<file path="src/rtl/wb_commit_stage.sv">
// Writeback/commit stage: 2-entry result FIFO feeding the register file write port,
// with load formatting at push and youngest-first forwarding onto the decode read path.
module wb_commit_stage #(
    parameter int DATA_W = 32,
    parameter int ADDR_W = 5
) (
    input  logic              i_clk,
    input  logic              i_rst,
    input  logic              i_valid,
    output logic              o_ready,
    input  logic              i_regwrite,
    input  logic [ADDR_W-1:0] i_waddr,
    input  logic [DATA_W-1:0] i_alu_res,
    input  logic [DATA_W-1:0] i_mem_data,
    input  logic              i_mem_to_reg,
    input  logic [1:0]        i_ld_size,
    input  logic              i_ld_unsigned,
    input  logic [1:0]        i_byte_off,
    input  logic              i_hold,
    output logic              o_we,
    output logic [ADDR_W-1:0] o_waddr,
    output logic [DATA_W-1:0] o_wdata,
    input  logic [ADDR_W-1:0] i_raddr1,
    input  logic [ADDR_W-1:0] i_raddr2,
    input  logic [DATA_W-1:0] i_rdata1,
    input  logic [DATA_W-1:0] i_rdata2,
    output logic [DATA_W-1:0] o_rdata1,
    output logic [DATA_W-1:0] o_rdata2,
    output logic [31:0]       o_retired
);

    logic [1:0]        count_q;
    logic              rd_ptr_q;
    logic              wr_ptr_q;
    logic              ent_rw_q   [2];
    logic [ADDR_W-1:0] ent_addr_q [2];
    logic [DATA_W-1:0] ent_data_q [2];
    logic [31:0]       retired_q;

    logic              push;
    logic              pop;
    logic              head_vld;
    logic [7:0]        byte_sel;
    logic [15:0]       half_sel;
    logic [DATA_W-1:0] fmt_data;
    logic [DATA_W-1:0] push_data;

    always_comb begin
        byte_sel = i_mem_data[{i_byte_off, 3'b000} +: 8];
        half_sel = i_byte_off[1] ? i_mem_data[31:16] : i_mem_data[15:0];
        case (i_ld_size)
            2'b00:   fmt_data = {{(DATA_W-8){byte_sel[7] & ~i_ld_unsigned}}, byte_sel};
            2'b01:   fmt_data = {{(DATA_W-16){half_sel[15] & ~i_ld_unsigned}}, half_sel};
            default: fmt_data = i_mem_data;
        endcase
        push_data = i_mem_to_reg ? fmt_data : i_alu_res;
    end

    assign head_vld = (count_q != 2'd0);
    assign o_ready  = (count_q != 2'd2);
    assign push     = i_valid && o_ready;
    assign pop      = head_vld && !i_hold;

    always_ff @(posedge i_clk or posedge i_rst) begin
        if (i_rst) begin
            count_q   <= 2'd0;
            rd_ptr_q  <= 1'b0;
            wr_ptr_q  <= 1'b0;
            retired_q <= 32'd0;
            for (int i = 0; i < 2; i++) begin
                ent_rw_q[i]   <= 1'b0;
                ent_addr_q[i] <= '0;
                ent_data_q[i] <= '0;
            end
        end else begin
            if (push) begin
                ent_rw_q[wr_ptr_q]   <= i_regwrite;
                ent_addr_q[wr_ptr_q] <= i_waddr;
                ent_data_q[wr_ptr_q] <= push_data;
                wr_ptr_q             <= ~wr_ptr_q;
            end
            if (pop) begin
                rd_ptr_q  <= ~rd_ptr_q;
                retired_q <= retired_q + 32'd1;
            end
            case ({push, pop})
                2'b10:   count_q <= count_q + 2'd1;
                2'b01:   count_q <= count_q - 2'd1;
                default: count_q <= count_q;
            endcase
        end
    end

    assign o_we      = pop && ent_rw_q[rd_ptr_q] && (ent_addr_q[rd_ptr_q] != '0);
    assign o_waddr   = head_vld ? ent_addr_q[rd_ptr_q] : '0;
    assign o_wdata   = head_vld ? ent_data_q[rd_ptr_q] : '0;
    assign o_retired = retired_q;

    // The youngest entry sits just behind the write pointer; the older one only exists when full.
    logic young_idx;
    logic young_vld;
    logic old_vld;
    assign young_idx = ~wr_ptr_q;
    assign young_vld = head_vld && ent_rw_q[young_idx];
    assign old_vld   = (count_q == 2'd2) && ent_rw_q[rd_ptr_q];

    always_comb begin
        o_rdata1 = i_rdata1;
        if (i_raddr1 == '0)
            o_rdata1 = '0;
        else if (young_vld && ent_addr_q[young_idx] == i_raddr1)
            o_rdata1 = ent_data_q[young_idx];
        else if (old_vld && ent_addr_q[rd_ptr_q] == i_raddr1)
            o_rdata1 = ent_data_q[rd_ptr_q];
    end

    always_comb begin
        o_rdata2 = i_rdata2;
        if (i_raddr2 == '0)
            o_rdata2 = '0;
        else if (young_vld && ent_addr_q[young_idx] == i_raddr2)
            o_rdata2 = ent_data_q[young_idx];
        else if (old_vld && ent_addr_q[rd_ptr_q] == i_raddr2)
            o_rdata2 = ent_data_q[rd_ptr_q];
    end

endmodule

</file>
<file path="config.mk">
export PLATFORM = sky130hd
export DESIGN_NAME = wb_commit_stage
export DESIGN_NICKNAME = d
export VERILOG_FILES = /design/src/rtl/wb_commit_stage.sv
export SDC_FILE = /design/constraint.sdc
export NUM_CORES = 1
export LEC_CHECK = 0
export ABC_AREA = 1
export ABC_CLOCK_PERIOD_IN_PS = 8500
export CAP_MARGIN = 20
export CORE_MARGIN = 2
export CORE_UTILIZATION = 45
export DETAILED_ROUTE_END_ITERATION = 10
export PLACE_DENSITY = 0.77
export RECOVER_POWER = 50
export SLEW_MARGIN = 15
export SYNTH_ARGS = -nofsm -noshare
export SYNTH_HDL_FRONTEND = slang
export SYNTH_SLANG_ARGS = --single-unit
</file>
<file path="constraint.sdc">
create_clock -name i_clk -period 8.5 [get_ports i_clk]
set_clock_uncertainty 0.1 [all_clocks]
set_input_delay 1.275 -clock i_clk [delete_from_list [all_inputs] [get_ports i_clk]]
set_output_delay 1.275 -clock i_clk [all_outputs]
set_load 0.01 [all_outputs]
</file>
### Word level (Yosys, flattened, before mapping)

Index checks and enable logic that the tools add are counted.

| word-level totals | value |
|---|---|
| flip-flop bits (word level) | 112 |
| word-level logic and storage cells | 92 |
| ROM bits | 0 |
| memory bits (writable) | 0 |
| latch bits | 0 |
| memories | 0 |
| input bits | 154 |

| cells by class | value |
|---|---|
| add/subtract/negate cells | 3 |
| equal/unequal tests | 9 |
| magnitude comparators | 4 |
| reductions and logical operators | 18 |
| multiplexer cells | 39 |
| bitwise gates (word level) | 8 |
| multiply operators | 0 |
| divide/modulo/power cells | 0 |
| shifts and indexed selects | 1 |

Operator list:

| operator | number |
|---|---|
| $mux 32 | 15 |
| $bwmux 64 | 1 |
| $pmux 32 s2 | 1 |
| $mux 5 | 8 |
| $add 32x1->32 const B | 1 |
| $demux 32 s1 | 1 |
| $shiftx 32x6->8 | 1 |
| $eq 5x5->1 | 4 |
| $mux 16 | 1 |
| $logic_and 1x1->1 | 11 |
| $bwmux 10 | 1 |
| $logic_not 5->1 | 2 |
| $mux 1 | 7 |
| $ge 2x2->1 const B | 3 |
| $not 1->2 | 3 |
| $demux 5 s1 | 1 |
| $reduce_bool 5->1 | 1 |
| $eq 2x1->1 const B | 2 |
| $eq 2x2->1 const B | 2 |
| $pmux 2 s2 | 1 |
| $reduce_bool 2->1 | 2 |
| $not 1->1 | 3 |
| $add 2x1->2 const B | 1 |
| $and 1x1->1 | 2 |
| other kinds (7) | 7 |

### Depth between registers and ports, before layout

Gate-level depths: netlist of run 1.

| depth | value |
|---|---|
| depth in word-level cells | 9 |
| depth in mapped cells | 13 |
| gate-level depth less buffers | 12 |

### Worst setup path after synthesis of run 1

OpenSTA, ideal clock, no wires.

| timing | value |
|---|---|
| path kind | input port to output port |
| start point | input i_raddr2[4] |
| end point | output o_rdata2[10] |
| stages on the path | 7 |
| arrival | 2217 ps |
| buffers on the path | 1 |
| path slack | 4908 ps |
| required time | 7125 ps |
| cells stage by stage | inv_1 -> nand3_1 -> nor3_1 -> clkbuf_1 -> nor2_1 -> nand2_1 -> inv_1 |

| between the ends | value |
|---|---|
| cells in the longest elaborated chain, start to end | 5 |

RTL lines:

| item | RTL line | text |
|---|---|---|
| from (decl) | 24 | `input logic [ADDR_W-1:0] i_raddr2,` |
| $eq 5x5->1 | 123 | `else if (old_vld && ent_addr_q[rd_ptr_q] == i_raddr2)` |
| $logic_and 1x1->1 | 123 |  |
| $mux 32 | 123 |  |
| $mux 32 | 121 | `else if (young_vld && ent_addr_q[young_idx] == i_raddr2)` |
| $mux 32 * | 119 | `if (i_raddr2 == '0)` |
| to (decl) | 28 | `output logic [DATA_W-1:0] o_rdata2,` |

Mark *: on every way between the ends. The rest lies on a longest branch, timed or not.

### Final worst setup path of run 1

| timing | value |
|---|---|
| start point | input i_raddr1[0] |
| end point | output o_rdata1[5] |

| between the ends | value |
|---|---|
| cells in the longest elaborated chain, start to end | 5 |

RTL lines:

| item | RTL line | text |
|---|---|---|
| from (decl) | 23 | `input logic [ADDR_W-1:0] i_raddr1,` |
| $eq 5x5->1 | 113 | `else if (old_vld && ent_addr_q[rd_ptr_q] == i_raddr1)` |
| $logic_and 1x1->1 | 113 |  |
| $mux 32 | 113 |  |
| $mux 32 | 111 | `else if (young_vld && ent_addr_q[young_idx] == i_raddr1)` |
| $mux 32 * | 109 | `if (i_raddr1 == '0)` |
| to (decl) | 27 | `output logic [DATA_W-1:0] o_rdata1,` |

Marks and branches as above.

==> results.md, run 1 <==
| Group | Item | Value |
|:---|:---|:---|
| grt | Routing usage on met1 | 42.54% |
| final layout | # fillers | 2120 |
| synth | Share of synthesized area spent on multiplexers | 0% |
| timing | Crit share post-route | 67.21% |
| final layout | Sequential cell area | 2805 sq um |
| synth | Synth warn | 0 |
| synth | Sequential cell area fraction in the yosys report | 28.40% |
| route | DRC Markers | 0 |
| power and ir drop | Power per unit of standard cell area | 273.3 nW/um^2 |
| synth | Total standard cell area after synthesis | 9869 sq um |
| power and ir drop | Peak ir drop on the vdd network | 0.1614 mV |
| timing | Count of endpoints failing hold in the final timing report | 0 |
| synth | Count of unique library cells instantiated by Yosys | 34 |
| synth | Combinational family with the most area after synthesis | simple AND/OR/NAND/NOR gates |
| grt | GRT Overall Usage | 30.42% |
| grt | Global route overflow | 0 |
| route | Post-detailed-routing wire length | 36100 um |
| route | DRT antenna net count | 0 |
| clock network | Hold buffer count at CTS | 0 |
| timing | Max-slew violations | 138 |
| critical path | Worst R2R Start | wr_ptr_q$_DFFE_PP0N_ |
| synth | #FFs+latches synth | 112 |
| power and ir drop | Reported leakage power | 6.687 nW |
| critical path | Critical-path cell with the highest stage delay | nor2_4 |
| timing | Tightest hold margin | 0.3782 ns |
| critical path | Data arrival time at the worst-slack endpoint | 4.34 ns |
| critical path | Kind of start point of the critical path | primary input |
| floorplan | Starting density of the core | 45.51% |
| critical path | Reg2reg setup slack | 4.23 ns |
| flow run | Number of max-cap violations | 3 |
| placed design | Estimated wirelength of the detail-placed design | 27260 um |
| timing | Normalized max-slew margin | -82.57% |
| clock network | Resize count post-CTS | 0 |
| worst hold path | Path type of the worst min-delay path | reg2reg |
| clock network | Clock slew seen by the registers of the worst setup and hold paths | 0.07 ns |
| clock network | Clock tree sinks | 112 |
| worst hold path | Hold Path Depth | 1 |
| critical path | Setup Crit Path Kind | in2out |
| synth | Area leader, netlist | dfrtp_1 |
| synth | Gate count of the mapped netlist | 1680 |
| timing | Unrepaired setup endpoints after global routing | no |
| final layout | Design Area, Final | 13020 sq um |
| grt | First-pass GRT wire length | 57460 um |
| critical path | Crit path cell chain | clkdlybuf4s50_1 > inv_1 > nand3_1 > nand3_1 > nor2_4 > nand2_2 > nand3_1 > nand2_1 > inv_1 > clkdlybuf4s50_1 |
| critical path | Maximum fanout count along the critical path | 33 |
| critical path | Required time reported for the critical path endpoint | 7.12 ns |
| timing | Slew at the pin closest to its max-slew limit | 2.738 ns |
| final layout | Relative area change from synthesis to final layout | 31.87% |
| placed design | Global placement routability congestion | 1.040 |
| critical path | Worst reg2reg path depth | 6 |
| timing | Maximum achievable frequency | 0.1750 GHz |
| synth | XOR/XNOR share of the synthesized area | 3.005% |
| floorplan | Overall die height | 152.1 um |
| clock network | Worst-case clock buffer depth | 2 |
| critical path | RR Endpoint | ent_data_q[45]$_DFFE_PP0P_ |
| synth | Synthesized netlist net count | 1836 |
| synth | Area share of the largest cell type after synthesis | 28.40% |
| final layout | Proportion of layout cells with a drive suffix above 1 | 4.050% |
| status | Outcome | finished with violations |
| clock network | TritonCTS Buffers | 9 |
| floorplan | Die W | 152.1 um |
| status | Violations in the final reports | capacitance limit, slew limit |
| final layout | Area taken by multi-input logic gates | 5445 sq um |
| clock network | H-tree level count | 3 |
| floorplan | Core region area | 21690 sq um |
| synth | Mapped Avg Cell Area | 5.875 sq um |
| clock network | Setup Buffers After CTS | 0 |
| floorplan | Total Die Area | 23130 sq um |
| worst hold path | Worst Hold Launch | o_retired[31]$_DFFE_PP0N_ |
| route | Vias per cell | 5.319 |
| grt | Global routing met3 resource utilization | 5.790% |
| placed design | Count of input and output buffers | 288 |
| clock network | CTS tree | done |
| synth | Simple-gate share of the synthesized area | 42.77% |
| critical path | Cell seen most often among critical-path stages | nand3_1 |
| final layout | Final net count | 2052 |
| route | Average routed wire per standard cell | 16.55 um |
| grt | Maximum number of pins on one net before global-route repair | 76 |
| placed design | Post-place instance area | 12690 sq um |
| timing | Number of failing setup endpoints in the final timing report | 0 |
| floorplan | Top Ports | 289 |
| grt | Antenna violations before repair | 0 |
| clock network | Library cell used as clock root buffer | clkbuf_16 |
| timing | Final min period | 5.713 ns |
| critical path | Kind of end point of the critical path | output pin |
| route | Vias after detailed routing | 11.60k |
| grt | Global-route layer with the greatest usage | met2 |
| route | DRC marker count from the first detailed-route iteration | 1206 |
| route | Iteration count of the initial detailed-routing pass | 6 |
| power and ir drop | Total power draw | 3.558 mW |
| final layout | Number of antenna repair diodes | 0 |
| synth | Biggest area contributors in the synthesized netlist | dfrtp_1, nand2_1, nand3_1 |
| worst hold path | Min-Delay Endpoint | o_retired[31]$_DFFE_PP0N_ |
| synth | Synthesized-area fraction occupied by adder cells | 0.2535% |
| timing | Setup Total Neg Slack | 0 ns |
| critical path | Slowest stage delay, CP | 0.62 ns |
| grt | Number of global-route vias before repair | 10.59k |
| synth | Post-synthesis compound-gate area fraction | 9.255% |
| clock network | Clk_lat worst skew | 0.35 ns |
| floorplan | FP Rows | 54 |
| grt | Global routing met2 resource utilization | 48.33% |
state kept, by name, summed over array words and instances (netlist names):
name        count
ent_addr_q     10
wr_ptr_q        1
ent_data_q     64
o_retired      32
ent_rw_q        2
rd_ptr_q        1
count_q         2
worst max path at each step:
stage                                   to  slack (ns)        start  cells after the start
floorplan           count_q[0]$_DFFE_PP0P_        4.17        i_rst                      1
global placement               o_rdata1[5]        2.84  i_raddr1[0]                     10
detailed placement             o_rdata1[5]        2.82  i_raddr1[0]                     10
CTS                            o_rdata1[5]        2.81  i_raddr1[0]                     10
global route                   o_rdata1[5]        2.54  i_raddr1[0]                     10
finish                         o_rdata1[5]        2.79  i_raddr1[0]                     10
Yosys cell counts:
library cell	count
nand2_1	488
inv_1	284
nand3_1	234
nor2_1	147
o21ai_0	139
dfrtp_1	112
nand4_1	45
buf_2	38
a21oi_1	36
clkbuf_1	34
or2_2	24
xor2_1	22
buf_4	11
buf_6	10
xnor2_1	10
nand2_2	7
nor3_1	7
inv_2	6
nor2_4	6
o21ai_1	3
ha_1	2
nand3b_1	2
nor2_2	2
a21boi_0	1
a22oi_1	1
buf_1	1
clkinv_2	1
nand2_4	1
nand3_2	1
nand3_4	1
nor3_4	1
nor4_1	1
o21a_1	1
xor2_2	1
metal layers:
| metal | vias to the layer above | share of wire [%] |
|---|---|---|
| li1 | 5645 | - |
| met4 | 0 | 2.7 |
| met1 | 5293 | 44 |
| met3 | 70 | 8.6 |
| met5 | - | 0 |
| met2 | 593 | 45 |
layout make-up:
type                       instances  share of cell area, %
clock buffer                      12                  1.971
clock inverter                     4                 0.5672
sequential                       112                  21.55
multi-input combinational       1183                  41.84
inverter                         291                  8.412
tap                              280                  2.692
timing repair buffer             299                  22.97
power by group:
part	internal (mW)	switching, mW	total [mW]
Sequential	0.735	0.127	0.862
Combinational	0.786	1.44	2.22
Clock	0.276	0.196	0.471
placed cells by master, fill, tap and decap left out, types with 36 or more instances in the layout:
cell type and count:
nand3_1 234, nand4_1 45, nor2_1 147, dlygate4sd3_1 36, inv_1 282, clkdlybuf4s50_1 252
a21oi_1 36, o21ai_0 141, dfrtp_1 110, nand2_1 490
cells by family (layout without fill, tap and decap cells):
family | after synthesis | count (layout)
DFF | 112 | 112
and+or+nand+nor | 967 | 967
adders and majority gates | 2 | 2
buffers and inverters | 385 | 606
xor gates and xnor gates | 33 | 33
AOI/OAI and AO/OA | 181 | 181
metrics by stage:
step           utilization [%]  cells  worst slack (ns)
3_5_place_dp             58.53   2164             2.823
3_3_place_gp             58.46   2163             2.843
2_1_floorplan                -   1680             4.166
6_report                 60.01   2181             2.787
5_1_grt                  60.01   2181             2.540
4_1_cts                  60.05   2180             2.815
worst max-delay path, delay by kind of cell:
| kind | cells | cell delay [ns] |
|---|---|---|
| buf+inv | 4 | 1.26 |
| simple gates | 6 | 1.77 |
Note: power is estimated with default switching activity, not from simulation.
==> run 2: changes to the inputs <==
--- a/config.mk
+++ b/config.mk
@@ -6,7 +6,7 @@
 export NUM_CORES = 1
 export LEC_CHECK = 0
 export ABC_AREA = 1
-export ABC_CLOCK_PERIOD_IN_PS = 8500
+export ABC_CLOCK_PERIOD_IN_PS = 5300
 export CAP_MARGIN = 20
 export CORE_MARGIN = 2
 export CORE_UTILIZATION = 45
==> constraint.sdc (replaced) <==
create_clock -name i_clk -period 5.3 [get_ports i_clk]
set_clock_uncertainty 0.1 [all_clocks]
set_input_delay 0.795 -clock i_clk [delete_from_list [all_inputs] [get_ports i_clk]]
set_output_delay 0.795 -clock i_clk [all_outputs]
set_load 0.01 [all_outputs]
==> results.md, run 2 (synthesis results as in run 1) <==
| Group | Item | Value | Delta |
|:---|:---|:---|:---|
| floorplan | Overall die height | 152.1 um | unchanged |
| final layout | Number of antenna repair diodes | 0 | unchanged |
| power and ir drop | Power per unit of standard cell area | 437.9 nW/um^2 | was 273.3 nW/um^2 |
| floorplan | Total Die Area | 23130 sq um | unchanged |
| route | Vias after detailed routing | 11.67k | was 11.60k |
| floorplan | Starting density of the core | 45.51% | unchanged |
| placed design | Estimated wirelength of the detail-placed design | 27600 um | was 27260 um |
| route | DRC marker count from the first detailed-route iteration | 1139 | was 1206 |
| route | Average routed wire per standard cell | 16.52 um | was 16.55 um |
| worst hold path | Worst Hold Launch | o_retired[31]$_DFFE_PP0N_ | unchanged |
| route | Vias per cell | 5.331 | was 5.319 |
| final layout | Most common library cell in the layout ignoring fill and taps | nand2_1 | unchanged |
| grt | Global route overflow | 0 | unchanged |
| critical path | Worst R2R Start | count_q[0]$_DFFE_PP0P_ | was wr_ptr_q$_DFFE_PP0N_ |
| floorplan | Core region area | 21690 sq um | unchanged |
| final layout | Fin cells | 2189 | was 2181 |
| critical path | Largest delay contributor family on the critical path | simple AND/OR/NAND/NOR gates | unchanged |
| floorplan | FP Rows | 54 | unchanged |
| route | DRC Markers | 0 | unchanged |
| worst hold path | Path type of the worst min-delay path | reg2reg | unchanged |
| critical path | Slowest stage delay, CP | 0.74 ns | was 0.62 ns |
| route | DRT antenna net count | 0 | unchanged |
| timing | Max-slew violations | 132 | was 138 |
| clock network | CTS tree | done | unchanged |
| clock network | Worst-case clock buffer depth | 2 | unchanged |
| timing | Maximum achievable frequency | 0.2102 GHz |  |
| clock network | Clk_lat worst skew | 0.35 ns | about the same |
| grt | GRT Overall Usage | 30.50% | was 30.42% |
| placed design | Placed Cells incl. Taps | 2171 | was 2164 |
| placed design | Global placement routability congestion | 0.9529 | was 1.040 |
| worst hold path | Min-Delay Endpoint | o_retired[31]$_DFFE_PP0N_ | unchanged |
| flow run | Number of max-cap violations | 2 | was 3 |
| critical path | Data arrival time at the worst-slack endpoint | 3.86 ns | was 4.34 ns |
| route | Iteration count of the initial detailed-routing pass | 5 | was 6 |
| worst hold path | Hold Path Depth | 1 | unchanged |
| floorplan | Die W | 152.1 um | unchanged |
| critical path | Setup Crit Path Kind | reg2out | was in2out |
| clock network | H-tree level count | 3 | unchanged |
| power and ir drop | Peak ir drop on the vdd network | 0.2057 mV | was 0.1614 mV |
| critical path | Cell seen most often among critical-path stages | nand2_1 | was nand3_1 |
| power and ir drop | Combinational cell fraction of total power | 62.1% | was 62.5% |
| clock network | Resize count post-CTS | 0 | unchanged |
| clock network | Setup Buffers After CTS | 0 | unchanged |
| power and ir drop | Sequential fraction of design power | 25.6% | was 24.2% |
| final layout | # fillers | 2123 | was 2120 |
| final layout | Commonest non-fill, non-tap cells in the layout | nand2_1, inv_1, clkdlybuf4s50_1 | unchanged |
| power and ir drop | Sw frac | 50.18% | was 49.51% |
| route | Post-detailed-routing wire length | 36160 um | was 36100 um |
| power and ir drop | Int Power | 2.847 mW | was 1.796 mW |
| floorplan | Top Ports | 289 | unchanged |
| critical path | Required time reported for the critical path endpoint | 4.41 ns | was 7.12 ns |
| timing | Count of endpoints failing hold in the final timing report | 0 | unchanged |
| critical path | Total buffers and inverters traversed by the critical path | 4 | unchanged |
| critical path | Crit path cell chain | inv_2 > nand2_1 > nand2_1 > nor2_1 > nand2_1 > nor2_4 > buf_4 > nand3_4 > nand2_1 > nand3_1 > nand2_1 > inv_1 > clkdlybuf4s50_1 | was clkdlybuf4s50_1 > inv_1 > nand3_1 > nand3_1 > nor2_4 > nand2_2 > nand3_1 > nand2_1 > inv_1 > clkdlybuf4s50_1 |
| final layout | Proportion of layout cells with a drive suffix above 1 | 4.400% | was 4.050% |
| grt | Number of global-route vias before repair | 10.57k | was 10.59k |
| critical path | Critical-path cell with the highest stage delay | dfrtp_2 | was nor2_4 |
| power and ir drop | Reported leakage power | 6.708 nW | was 6.687 nW |
| timing | Normalized max-slew margin | -87.38% | was -82.57% |
| timing | Crit share post-route | 89.75% |  |
| timing | Number of failing setup endpoints in the final timing report | 0 | unchanged |
| timing | Final min period | 4.757 ns |  |
| critical path | Worst reg2reg path depth | 7 | was 6 |
| final layout | Final net count | 2060 | was 2052 |
| grt | First-pass GRT wire length | 57570 um | was 57460 um |
| final layout | Most flops, register | ent_data_q | unchanged |
| power and ir drop | Clock Power Share | 12.3% | was 13.2% |
| timing | Tightest hold margin | 0.3732 ns | was 0.3782 ns |
| clock network | Clock slew seen by the registers of the worst setup and hold paths | 0.07 ns | about the same |
| clock network | Library cell used as clock root buffer | clkbuf_16 | unchanged |
| power and ir drop | P_sw | 2.868 mW | was 1.761 mW |
| clock network | Hold buffer count at CTS | 0 | unchanged |
| critical path | RR Endpoint | ent_data_q[38]$_DFFE_PP0P_ | was ent_data_q[45]$_DFFE_PP0P_ |
| timing | Slew at the pin closest to its max-slew limit | 2.811 ns | was 2.738 ns |
| timing | Unrepaired setup endpoints after global routing | no | unchanged |
| status | Outcome | finished with violations | unchanged |
| final layout | Relative area change from synthesis to final layout | 32.23% | was 31.87% |
| status | Violations in the final reports | capacitance limit, slew limit | unchanged |
| critical path | Kind of end point of the critical path | output pin | unchanged |
| placed design | Count of input and output buffers | 288 | unchanged |
| clock network | Clock tree sinks | 112 | unchanged |
| grt | Maximum number of pins on one net before global-route repair | 82 | was 76 |
| final layout | Flip-flop count of the largest register after layout | 64 | unchanged |
| critical path | Kind of start point of the critical path | flop | was primary input |
| critical path | Maximum fanout count along the critical path | 35 | was 33 |
| grt | Antenna violations before repair | 1 | was 0 |
| clock network | TritonCTS Buffers | 9 | unchanged |
| timing | Setup Total Neg Slack | 0 ns | unchanged |
| critical path | Reg2reg setup slack | 1.68 ns | was 4.23 ns |
==> run 2: final cells by class <==
| cell class | instances | area (sq um) | share of cell area [%] |
|---|---|---|---|
| clock buffers | 11 | 242.7 | 1.860 |
| clock inverters | 5 | 65.06 | 0.4986 |
| inverters | 291 | 1095 | 8.389 |
| multi-input cells | 1183 | 5445 | 41.73 |
| flip-flops and latches | 112 | 2805 | 21.50 |
| well taps | 280 | 350.3 | 2.685 |
| repair buffers | 307 | 3047 | 23.35 |
==> run 2: metal layers <==
metal	vias up	GRT usage, %	part of all wire (%)
met4	2	8.589	2.5
li1	5660	-	-
met1	5297	43.87	43
met3	68	5.505	9.8
met5	-	0	0.036
met2	642	47.13	44
==> run 2: power by group through the flow <==
stage,clock [mW],sequential [mW],combinational (mW)
2_1_floorplan,0,1.36,2.13
3_3_place_gp,0,1.45,3.47
3_5_place_dp,0,1.47,3.49
4_1_cts,0.713,1.46,3.51
5_1_grt,0.752,1.51,3.88
6_report,0.704,1.46,3.55
==> run 2: worst max path at each step <==
stage	startpoint	end	slack (ns)	depth (start not counted)
6_report	rd_ptr_q$_DFFE_PP0N_	o_rdata2[6]	0.54	13
5_1_grt	rd_ptr_q$_DFFE_PP0N_	o_rdata2[6]	0.31	13
4_1_cts	rd_ptr_q$_DFFE_PP0N_	o_rdata2[6]	0.64	13
3_5_place_dp	i_raddr2[3]	o_rdata2[6]	0.93	12
3_3_place_gp	i_raddr2[3]	o_rdata2[6]	0.92	12
2_1_floorplan	i_rst	count_q[0]$_DFFE_PP0P_	1.45	1
==> run 2: per-stage QoR <==
stage	power (mW)	setup slack [ns]	area (sq um)	util, %
after global routing	6.142	0.3057	13050	60.17
after detailed placement	4.967	0.9252	12750	58.79
after floorplan	3.491	1.446	9869	-
after global placement	4.920	0.9222	12750	58.79
after CTS	5.677	0.6364	13060	60.21
final	5.714	0.5434	13050	60.17
==> run 2: worst register-to-register path: stages, from the launching register on <==
cell	delay (ns)
dfrtp_1	0.41
inv_2	0.06
nand2_1	0.10
nand2_1	0.18
nor2_1	0.17
clkbuf_1	1.97
nand3_1	0.29
o21ai_0	0.20
==> run 3: changes to the inputs <==
--- a/config.mk
+++ b/config.mk
@@ -7,8 +7,6 @@
 export LEC_CHECK = 0
 export ABC_AREA = 1
 export ABC_CLOCK_PERIOD_IN_PS = 5300
-export CAP_MARGIN = 20
-export CORE_MARGIN = 2
 export CORE_UTILIZATION = 45
 export DETAILED_ROUTE_END_ITERATION = 10
 export PLACE_DENSITY = 0.77
==> results.md, run 3 (synthesis results as in run 1) <==
| Group | Item | Value | Delta |
|:---|:---|:---|:---|
| status | Outcome | finished with violations | unchanged |
| status | Violations in the final reports | capacitance limit, slew limit | unchanged |
| timing | Unrepaired setup endpoints after global routing | no | unchanged |
| final layout | Relative area change from synthesis to final layout | 31.83% | was 32.23% |
| grt | GRT Overall Usage | 31.47% | was 30.50% |
| worst hold path | Worst Hold Launch | o_retired[31]$_DFFE_PP0N_ | unchanged |
| final layout | Commonest non-fill, non-tap cells in the layout | nand2_1, inv_1, clkdlybuf4s50_1 | unchanged |
| critical path | Reg2reg setup slack | 1.11 ns | was 1.68 ns |
| clock network | Clock slew seen by the registers of the worst setup and hold paths | 0.08 ns | was 0.07 ns |
| route | DRC marker count from the first detailed-route iteration | 894 | was 1139 |
| critical path | Data arrival time at the worst-slack endpoint | 4.70 ns | was 3.86 ns |
| floorplan | Core region area | 21290 sq um | was 21690 sq um |
| flow run | Number of max-cap violations | 4 | was 2 |
| route | Iteration count of the initial detailed-routing pass | 5 | unchanged |
| route | Vias per cell | 5.268 | was 5.331 |
| grt | Global route overflow | 0 | unchanged |
| placed design | Estimated wirelength of the detail-placed design | 27360 um | was 27600 um |
| grt | First-pass GRT wire length | 55260 um | was 57570 um |
| timing | Setup Total Neg Slack | 0 ns | unchanged |
| critical path | Crit path cell chain | dlygate4sd3_1 > nand2_1 > nor2_4 > clkbuf_1 > inv_1 > nand2_1 > nand2_1 | was inv_2 > nand2_1 > nand2_1 > nor2_1 > nand2_1 > nor2_4 > buf_4 > nand3_4 > nand2_1 > nand3_1 > nand2_1 > inv_1 > clkdlybuf4s50_1 |
| floorplan | FP Rows | 53 | was 54 |
| clock network | Setup Buffers After CTS | 0 | unchanged |
| timing | Number of failing setup endpoints in the final timing report | 0 | unchanged |
| critical path | Worst R2R Start | count_q[0]$_DFFE_PP0P_ | unchanged |
| critical path | Total buffers and inverters traversed by the critical path | 3 | was 4 |
| floorplan | Overall die height | 150.1 um | was 152.1 um |
| critical path | Slowest stage delay, CP | 1.94 ns | was 0.74 ns |
| floorplan | Starting density of the core | 46.36% | was 45.51% |
| route | Vias after detailed routing | 11.51k | was 11.67k |
| final layout | Proportion of layout cells with a drive suffix above 1 | 4.453% | was 4.400% |
| worst hold path | Path type of the worst min-delay path | reg2reg | unchanged |
| grt | Global-route layer with the greatest usage | met2 | unchanged |
| floorplan | Total Die Area | 22530 sq um | was 23130 sq um |
| clock network | Hold buffer count at CTS | 0 | unchanged |
| critical path | Cell seen most often among critical-path stages | nand2_1 | unchanged |
| clock network | CTS tree | done | unchanged |
| grt | Maximum number of pins on one net before global-route repair | 68 | was 82 |
| critical path | Kind of end point of the critical path | flop | was output pin |
| critical path | Kind of start point of the critical path | primary input | was flop |
| clock network | Resize count post-CTS | 0 | unchanged |
| final layout | Flip-flop count of the largest register after layout | 64 | unchanged |
| final layout | # fillers | 2093 | was 2123 |
| floorplan | Top Ports | 289 | unchanged |
| power and ir drop | Power per unit of standard cell area | 437.4 nW/um^2 | was 437.9 nW/um^2 |
| clock network | TritonCTS Buffers | 9 | unchanged |
| worst hold path | Hold Path Depth | 1 | unchanged |
| clock network | Worst-case clock buffer depth | 2 | unchanged |
| route | DRC Markers | 0 | unchanged |
| timing | Normalized max-slew margin | -82.48% | was -87.38% |
| critical path | RR Endpoint | ent_data_q[42]$_DFFE_PP0P_ | was ent_data_q[38]$_DFFE_PP0P_ |
| route | Average routed wire per standard cell | 16.27 um | was 16.52 um |
| clock network | Clock tree sinks | 112 | unchanged |
| grt | Global routing met2 resource utilization | 49.47% | was 47.13% |
| route | DRT antenna net count | 0 | unchanged |
| final layout | Most common library cell in the layout ignoring fill and taps | nand2_1 | unchanged |
| final layout | Most flops, register | ent_data_q | unchanged |
| placed design | Count of input and output buffers | 288 | unchanged |
| timing | Max-slew violations | 167 | was 132 |
| power and ir drop | Reported leakage power | 6.685 nW | was 6.708 nW |
| timing | Crit share post-route | 86.17% | was 89.75% |
| floorplan | Die W | 150.1 um | was 152.1 um |
| route | Post-detailed-routing wire length | 35540 um | was 36160 um |
| final layout | Final net count | 2060 | unchanged |
| timing | Final min period | 4.567 ns | was 4.757 ns |
| clock network | Clk_lat worst skew | 0.35 ns | about the same |
| critical path | Critical-path cell with the highest stage delay | clkbuf_1 | was dfrtp_2 |
| clock network | H-tree level count | 3 | unchanged |
| critical path | Worst reg2reg path depth | 8 | was 7 |
| critical path | Setup Crit Path Kind | in2reg | was reg2out |
| critical path | Largest delay contributor family on the critical path | buffers and inverters | was simple AND/OR/NAND/NOR gates |
| grt | Antenna violations before repair | 0 | was 1 |
| timing | Maximum achievable frequency | 0.2190 GHz | was 0.2102 GHz |
| final layout | Number of antenna repair diodes | 0 | unchanged |
| critical path | Required time reported for the critical path endpoint | 5.43 ns | was 4.41 ns |
| critical path | Maximum fanout count along the critical path | 67 | was 35 |
| grt | Routing usage on met1 | 44.10% | was 43.87% |
| placed design | Global placement routability congestion | 0.9461 | was 0.9529 |
| power and ir drop | Peak ir drop on the vdd network | 0.2456 mV | was 0.2057 mV |
| grt | Number of global-route vias before repair | 10.23k | was 10.57k |
| final layout | Final core occ | 61.12% | was 60.17% |
| clock network | Library cell used as clock root buffer | clkbuf_16 | unchanged |
| timing | Count of endpoints failing hold in the final timing report | 0 | unchanged |
| worst hold path | Min-Delay Endpoint | o_retired[31]$_DFFE_PP0N_ | unchanged |
| timing | Slew at the pin closest to its max-slew limit | 2.737 ns | was 2.811 ns |
| grt | Global routing met3 resource utilization | 5.455% | was 5.505% |
==> run 3: cell types whose count changed in the layout (fill, tap and decap cells not counted) <==
cell / delta
buf_8: -1
dlymetal6s4s_1: -1
buf_4: +2
clkdlybuf4s50_1: -1
dlygate4sd3_1: +1
inv_6: +1
clkinv_2: +1
clkbuf_8: -1
buf_12: -1
==> run 3: how the worst max path moves through the flow <==
| stage | depth (start not counted) | endpoint | slack, ns | start |
|---|---|---|---|---|
| 3_5_place_dp | 11 | o_rdata1[28] | 1.08 | i_raddr1[0] |
| 6_report | 7 | ent_data_q[42]$_DFFE_PP0P_ | 0.73 | i_valid |
| 4_1_cts | 11 | o_rdata1[28] | 1.07 | i_raddr1[0] |
| 3_3_place_gp | 11 | o_rdata1[8] | 1.17 | i_raddr1[0] |
| 5_1_grt | 7 | ent_data_q[45]$_DFFE_PP0P_ | 0.44 | i_valid |
| 2_1_floorplan | 1 | count_q[0]$_DFFE_PP0P_ | 1.45 | i_rst |
==> run 3: through the flow <==
stage	power, mW	instance area, sq um	setup WS [ns]	hold slack [ns]	cells
floorplan	3.491	9869	1.446	0.3637	1680
global placement	4.882	12750	1.167	0.3662	2168
detailed placement	4.950	12750	1.079	0.3655	2168
CTS	5.661	13050	1.069	0.3871	2184
global route	6.109	13010	0.4360	0.4105	2184
finish	5.691	13010	0.7332	0.3750	2184
==> run 3: power by group <==
group / leakage, nW / internal [mW] / total (mW) / switching [mW]
clock network: 0.144 / 0.372 / 0.704 / 0.331
logic: 5.14 / 1.28 / 3.57 / 2.29
registers: 1.40 / 1.18 / 1.41 / 0.236
==> run 3: cell type report <==
class                           instances  area (sq um)  area share [%]
Multi-Input combinational cell       1183          5445           41.85
Inverter                              291          1095           8.414
Clock inverter                          7         78.83          0.6058
Tap cell                              275         344.1           2.644
Clock buffer                            9         225.2           1.731
Sequential cell                       112          2805           21.56
Timing Repair Buffer                  307          3018           23.19
==> run 3: per-layer routing <==
| layer | up-vias | part of all wire [%] |
|---|---|---|
| met5 | - | 0 |
| met4 | 0 | 2.8 |
| met3 | 62 | 9.9 |
| met2 | 570 | 44 |
| met1 | 5218 | 43 |
| li1 | 5656 | - |
==> run 3: worst reg2reg max path: stages, from the launching register on <==
cell	delay (ns)
dfrtp_1	0.41
inv_2	0.06
nand2_1	0.11
nand2_1	0.17
nor2_4	0.11
clkbuf_1	1.94
inv_1	0.84
nand2_1	0.26
nand2_1	0.08
